File: config.mk
export PLATFORM = sky130hd
export DESIGN_NAME = rf_write_scheduler
export DESIGN_NICKNAME = d
export VERILOG_FILES = /design/src/rtl/rf_sched_pkg.sv /design/src/rtl/rf_sched_fifo.sv /design/src/rtl/rf_write_scheduler.sv
export SDC_FILE = /design/constraint.sdc
export NUM_CORES = 1
export LEC_CHECK = 0
export BUFFER_PORTS_ARGS = -buffer_cell sky130_fd_sc_hd__clkbuf_2
export CAP_MARGIN = 20
export CORE_MARGIN = 1.5
export CORE_UTILIZATION = 50
export DETAILED_ROUTE_END_ITERATION = 7
export MAX_ROUTING_LAYER = met4
export PLACE_DENSITY = 0.8
export SKIP_CTS_REPAIR_TIMING = 1
export SYNTH_ARGS = -nofsm -noshare
export SYNTH_HDL_FRONTEND = slang
export SYNTH_SLANG_ARGS = --single-unit
File: constraint.sdc
create_clock -name clk -period 5 [get_ports clk]
set_input_delay 1.25 -clock clk [delete_from_list [all_inputs] [get_ports clk]]
set_output_delay 1.25 -clock clk [all_outputs]
set_load 0.05 [all_outputs]
File: src/rtl/rf_sched_pkg.sv
// Shared types and constants for the register-file write scheduler.
package rf_sched_pkg;

    localparam int unsigned REG_W      = 4;
    localparam int unsigned NUM_REGS   = 16;
    localparam int unsigned DATA_W_DEF = 16;
    localparam logic [REG_W-1:0] OP2_REG_DEF = 4'b1111;

    typedef enum logic {
        INIT = 1'b0,
        RUN  = 1'b1
    } state_t;

    // One-hot decode of a register number.
    function automatic logic [NUM_REGS-1:0] regBit(input logic [REG_W-1:0] r);
        return NUM_REGS'(1) << r;
    endfunction

endpackage

File: src/rtl/rf_sched_fifo.sv
// Deferred-write FIFO: exposes the two oldest entries and retires 0..2 per cycle.
module rf_sched_fifo
    import rf_sched_pkg::*;
#(
    parameter int unsigned DATA_W = DATA_W_DEF,
    parameter int unsigned DEPTH  = 4,
    localparam int unsigned CNT_W = $clog2(DEPTH + 1)
) (
    input  logic                clk,
    input  logic                rst,
    input  logic                push,
    input  logic [REG_W-1:0]    pushReg,
    input  logic [DATA_W-1:0]   pushData,
    input  logic [1:0]          popCnt,
    output logic [REG_W-1:0]    headReg,
    output logic [DATA_W-1:0]   headData,
    output logic [REG_W-1:0]    nextReg,
    output logic [DATA_W-1:0]   nextData,
    output logic [CNT_W-1:0]    count,
    output logic [NUM_REGS-1:0] validMask
);

    localparam int unsigned PTR_W = $clog2(DEPTH);

    logic [REG_W-1:0]  regMem  [DEPTH];
    logic [DATA_W-1:0] dataMem [DEPTH];
    logic [PTR_W-1:0]  rdPtr;
    logic [PTR_W-1:0]  wrPtr;
    logic [PTR_W-1:0]  rdPtr1;

    assign rdPtr1   = rdPtr + PTR_W'(1);
    assign headReg  = regMem[rdPtr];
    assign headData = dataMem[rdPtr];
    assign nextReg  = regMem[rdPtr1];
    assign nextData = dataMem[rdPtr1];

    // Storage needs no reset; validity comes from count.
    always_ff @(posedge clk) begin
        if (push) begin
            regMem[wrPtr]  <= pushReg;
            dataMem[wrPtr] <= pushData;
        end
    end

    always_ff @(posedge clk or posedge rst) begin
        if (rst) begin
            rdPtr <= '0;
            wrPtr <= '0;
            count <= '0;
        end else begin
            if (push) begin
                wrPtr <= wrPtr + PTR_W'(1);
            end
            rdPtr <= rdPtr + PTR_W'(popCnt);
            count <= count + CNT_W'(push) - CNT_W'(popCnt);
        end
    end

    // Registers targeted by entries still waiting in the queue.
    always_comb begin
        validMask = '0;
        for (int unsigned i = 0; i < DEPTH; i++) begin
            if (CNT_W'(i) < count) begin
                validMask = validMask | regBit(regMem[rdPtr + PTR_W'(i)]);
            end
        end
    end

endmodule

File: src/rtl/rf_write_scheduler.sv
// Arbitrates pipeline writeback and multi-cycle unit writes onto the two
// register-file write ports, after an initial clear of all registers.
module rf_write_scheduler
    import rf_sched_pkg::*;
#(
    parameter int unsigned      DATA_W  = DATA_W_DEF,
    parameter int unsigned      DEPTH   = 4,
    parameter logic [REG_W-1:0] OP2_REG = OP2_REG_DEF
) (
    input  logic                clk,
    input  logic                rst,
    input  logic                wb_valid,
    input  logic [REG_W-1:0]    wb_reg,
    input  logic [DATA_W-1:0]   wb_data,
    input  logic                wb_op2,
    input  logic [DATA_W-1:0]   wb_data2,
    input  logic                mc_valid,
    input  logic [REG_W-1:0]    mc_reg,
    input  logic [DATA_W-1:0]   mc_data,
    output logic                mc_ready,
    output logic                init_done,
    output logic [NUM_REGS-1:0] pend_mask,
    output logic                RegWrite,
    output logic                WriteOP2,
    output logic [REG_W-1:0]    WriteReg1,
    output logic [REG_W-1:0]    WriteReg2,
    output logic [DATA_W-1:0]   WriteData1,
    output logic [DATA_W-1:0]   WriteData2
);

    localparam int unsigned CNT_W = $clog2(DEPTH + 1);

    state_t             state, nextState;
    logic [2:0]         k, kNext;
    logic               p1En, p2En;
    logic [REG_W-1:0]   p1Reg, p2Reg;
    logic [DATA_W-1:0]  p1Data, p2Data;
    logic               push;
    logic [1:0]         popCnt;
    logic [REG_W-1:0]   headReg, nextReg, candReg;
    logic [DATA_W-1:0]  headData, nextData, candData;
    logic [CNT_W-1:0]   count;
    logic [NUM_REGS-1:0] fifoMask;

    // Ready and done derive from registered state only.
    assign mc_ready  = (state == RUN) && (count != CNT_W'(DEPTH));
    assign init_done = (state == RUN);
    assign push      = mc_valid && mc_ready;
    assign pend_mask = fifoMask
                     | (RegWrite ? regBit(WriteReg1) : '0)
                     | (WriteOP2 ? regBit(WriteReg2) : '0);

    rf_sched_fifo #(
        .DATA_W (DATA_W),
        .DEPTH  (DEPTH)
    ) u_fifo (
        .clk       (clk),
        .rst       (rst),
        .push      (push),
        .pushReg   (mc_reg),
        .pushData  (mc_data),
        .popCnt    (popCnt),
        .headReg   (headReg),
        .headData  (headData),
        .nextReg   (nextReg),
        .nextData  (nextData),
        .count     (count),
        .validMask (fifoMask)
    );

    always_ff @(posedge clk or posedge rst) begin
        if (rst) begin
            state      <= INIT;
            k          <= '0;
            RegWrite   <= 1'b0;
            WriteOP2   <= 1'b0;
            WriteReg1  <= '0;
            WriteReg2  <= '0;
            WriteData1 <= '0;
            WriteData2 <= '0;
        end else begin
            state      <= nextState;
            k          <= kNext;
            RegWrite   <= p1En;
            WriteOP2   <= p2En;
            WriteReg1  <= p1Reg;
            WriteReg2  <= p2Reg;
            WriteData1 <= p1Data;
            WriteData2 <= p2Data;
        end
    end

    always_comb begin
        nextState = state;
        kNext     = k;
        p1En      = 1'b0;
        p2En      = 1'b0;
        p1Reg     = '0;
        p2Reg     = '0;
        p1Data    = '0;
        p2Data    = '0;
        popCnt    = 2'd0;
        candReg   = '0;
        candData  = '0;
        case (state)
            INIT: begin
                p1En  = 1'b1;
                p2En  = 1'b1;
                p1Reg = {k, 1'b0};
                p2Reg = {k, 1'b1};
                kNext = k + 3'd1;
                if (k == 3'd7) begin
                    nextState = RUN;
                end
            end
            RUN: begin
                if (wb_valid) begin
                    p1En   = 1'b1;
                    p1Reg  = wb_reg;
                    p1Data = wb_data;
                end else if (count != '0) begin
                    p1En   = 1'b1;
                    p1Reg  = headReg;
                    p1Data = headData;
                    popCnt = 2'd1;
                end
                // Port 2 only takes the next-oldest entry, never skipping a blocked one.
                candReg  = (popCnt == 2'd0) ? headReg  : nextReg;
                candData = (popCnt == 2'd0) ? headData : nextData;
                if (wb_valid && wb_op2) begin
                    p2En   = 1'b1;
                    p2Reg  = OP2_REG;
                    p2Data = wb_data2;
                end else if (p1En && (count > CNT_W'(popCnt)) && (candReg != p1Reg)) begin
                    p2En   = 1'b1;
                    p2Reg  = candReg;
                    p2Data = candData;
                    popCnt = popCnt + 2'd1;
                end
            end
            default: nextState = INIT;
        endcase
    end

endmodule

==> flow_summary_export.csv <==
group,metric,value,unit
synthesis,seq_area_frac_synth,50.9,%
drt,drtAntennaViolNets,0,
sta,finalHoldViolCount,0,
setup_path,r2r_start,"u_fifo.rdPtr[1]",
setup_path,worstReg2RegEnd,"u_fifo.count[2]",
drt,vias_per_cell,6.48,
synthesis,yosysWarningCount,0,
setup_path,startpoint_type,"flop",
cells_and_area,final_layout_size_suffix_gt1_share,28.6,%
placed_design,gp_congestion,0.940,
synthesis,postSynth.asyncResetShare,39.8,%
clock_network,cts_root_buf,"clkbuf_16",
clock_network,worstSkewPairLatency,430,ps
setup_path,slowest_delay,650,ps
synthesis,synth.most_common_cell,"edfxtp_1",
setup_path,crit_start,"u_fifo.rdPtr[1]",
placed_design,port_buffers,120,
clock_network,h-tree-depth,4,
sta,relSlewSlack,26.7,%
synthesis,synthCells,633,
setup_path,crit_type,"reg2out",
grt,grt_start_max_net_pins,54,
sta,rsz0062_at_grt,"false",
setup_path,worst-path-stages,6,
sta,period_minus_slack,4420,ps
grt,grt_usage,27.6,%
clock_network,clkTransAtPathRegs,70,ps
setup_path,crit_path_end_kind,"output port",
cells_and_area,antenna_cells,0,
drt,drc,0,
synthesis,synthTopCellsByArea,"edfxtp_1 (33%), dfrtp_1 (18%), mux2i_1 (4.1%)",
cells_and_area,nFillCells,1169,
setup_path,critPathCapture,"pend_mask[0]",
setup_path,rrSetupSlack,1100,ps
synthesis,ys.flop_type,"edfxtp_1",
clock_network,cts.sinks,133,
synthesis,syn_area,7320,sq um
synthesis,ys_ff_latch,133,
synthesis,syn-mean-instance-area,11.6,sq um
drt,first_pass_iters,6,
cells_and_area,syn2layout_area_growth,17.9,%
die,start_util,50.8,%
drt,wl,20400,um
sta,fin_tns_setup,0,ps
clock_network,numCtsBuffers,17,
drt,vias,6085,
sta,fmax,0.226,GHz
outcome,outcome,"complete, no violations",
setup_path,worstPathArrival,3170,ps
placed_design,dpl.hpwl,14600,um
synthesis,ys_types,60,
setup_path,path_cells,"mux2_2, mux2_2, nor3_1, a222oi_1, nand3_1, clkbuf_2",
sta,setup_violations,0,
die,die_area,15400,sq um
setup_path,slowest_stage,"dfrtp_2",
grt,grt_overflow,0,
synthesis,syn-num-nets,705,
drt,drt_iter0_drc,700,
setup_path,crit_fanout,19,
setup_path,critPathBufInv,1,
clock_network,cts_tree,"done",
clock_network,clockBufferDepth,2,
die,io_pins,121,
synthesis,synth_top_cell_area_share,32.8,%
setup_path,crit_top_cell,"mux2_2",
setup_path,required,3750,ps
hold_path,hold_path.class,"reg2reg",
synthesis,synth_common_cells,"edfxtp_1 (80), dfrtp_1 (53), nand2_1 (50)",
die,core,14400,sq um
setup_path,r2r_cells,15,
synthesis,yosys.area.top_type,"edfxtp_1",
cells_and_area,nets,814,
die,die_h,124,um
grt,grt_pass1_wl,30600,um
die,die_x,124,um
drt,post_drt_wl_per_cell,21.7,um
sta,fin_crit_sh,88.4,%
sta,slew_viol_final,0,
sta,worstMarginPinSlew,1100,ps
die,num_rows,44,
flow_run,maxCapViolations,0,
setup_path,critPathTopFamily,"simple AND/OR/NAND/NOR gates",
sta,finClkSkew,13.3,ps
grt,first_global_vias,5454,
grt,antenna_found_initial,0,
synthesis,synth-edff-count,80,
==> sequential cells by signal, summed over array words and instances, names as in the netlist <==
register        cells
u_fifo.dataMem     64
WriteData1         16
WriteData2         16
u_fifo.regMem      16
WriteReg1           4
WriteReg2           4
k                   3
u_fifo.count        3
u_fifo.rdPtr        2
u_fifo.wrPtr        2
RegWrite            1
WriteOP2            1
init_done           1
==> worst reg2reg max path, cell delays in order, from the launching register on <==
cell and delay, ps:
dfrtp_2 650, mux2_2 290, nor2_1 50, a2111oi_0 600
xor2_1 190, o41ai_1 280, buf_4 170, inv_1 40
ha_1 290, nand2_1 100, xnor2_1 200, ha_1 180
inv_1 50, fa_1 390, xnor2_1 200, xnor2_1 140
==> through the flow <==
stage | utilization [%] | setup slack (ps) | hold slack [ps] | cell area, sq um | instances
after global routing | 59.9 | 533 | 529 | 8630 | 939
after detailed placement | 55.7 | 470 | 490 | 8030 | 906
after floorplan | - | 114 | 465 | 7320 | 633
after CTS | 59.7 | 691 | 497 | 8610 | 938
final | 59.9 | 581 | 502 | 8630 | 939
after global placement | 55.7 | 635 | 488 | 8030 | 906
==> layout make-up <==
cell class | instances | area [sq um] | share of cell area [%]
Tap cell | 184 | 230 | 2.67
Inverter | 24 | 90.1 | 1.04
Multi-Input combinational cell | 433 | 3290 | 38.1
Sequential cell | 133 | 3730 | 43.2
Clock buffer | 17 | 425 | 4.93
Timing Repair Buffer | 133 | 711 | 8.23
Clock inverter | 15 | 154 | 1.78
==> worst min path at each step <==
stage / start / to / slack (ps) / cells after the start
finish: k[0] / k[0] / 500 / 1
global route: k[0] / k[0] / 530 / 1
CTS: k[0] / k[0] / 500 / 1
detailed placement: k[0] / k[0] / 490 / 1
global placement: k[0] / k[0] / 490 / 1
floorplan: k[0] / k[0] / 470 / 1
==> cell usage in the layout (no fill, tap or decap), types with 4 or more instances in the layout <==
cell type	instances
or2_2	6
buf_4	12
mux2i_1	30
mux4_2	13
nand2b_1	9
o21ai_0	14
a22oi_1	34
a32o_1	16
xnor2_1	10
mux2_2	23
and3_1	6
clkbuf_2	120
nor3_1	6
nand3b_1	4
clkbuf_16	17
and2_1	5
dfrtp_1	51
o22ai_1	22
o31ai_1	11
nand2_1	50
nor3b_1	5
clkinv_2	5
ha_1	10
nor2b_1	25
nor2_1	30
or3_1	12
nand3_1	13
inv_1	23
o221ai_1	20
a21oi_1	18
edfxtp_1	80
==> kinds of logic (layout without fill, tap and decap cells) <==
| kind of cell | Yosys count | after routing | share of synthesized area, % |
|---|---|---|---|
| adders and majority gates | 11 | 11 | 1.98 |
| muxes | 69 | 69 | 12.4 |
| DFF | 133 | 133 | 50.9 |
| AOI/OAI and AO/OA | 164 | 164 | 16.7 |
| buffers and inverters | 67 | 189 | 4.13 |
| xor gates and xnor gates | 12 | 12 | 1.44 |
| and+or+nand+nor | 177 | 177 | 12.4 |
==> layer usage <==
layer	vias to the layer above	GRT usage [%]	part of all wire (%)
met5	-	-	0
met4	0	8.66	1.6
met3	39	5.08	9.5
met2	389	39.3	45
met1	2994	40.4	44
li1	2663	-	-
Power is not shown: default switching activity piles up to over one toggle a cycle in this logic, so the estimate is an artifact.
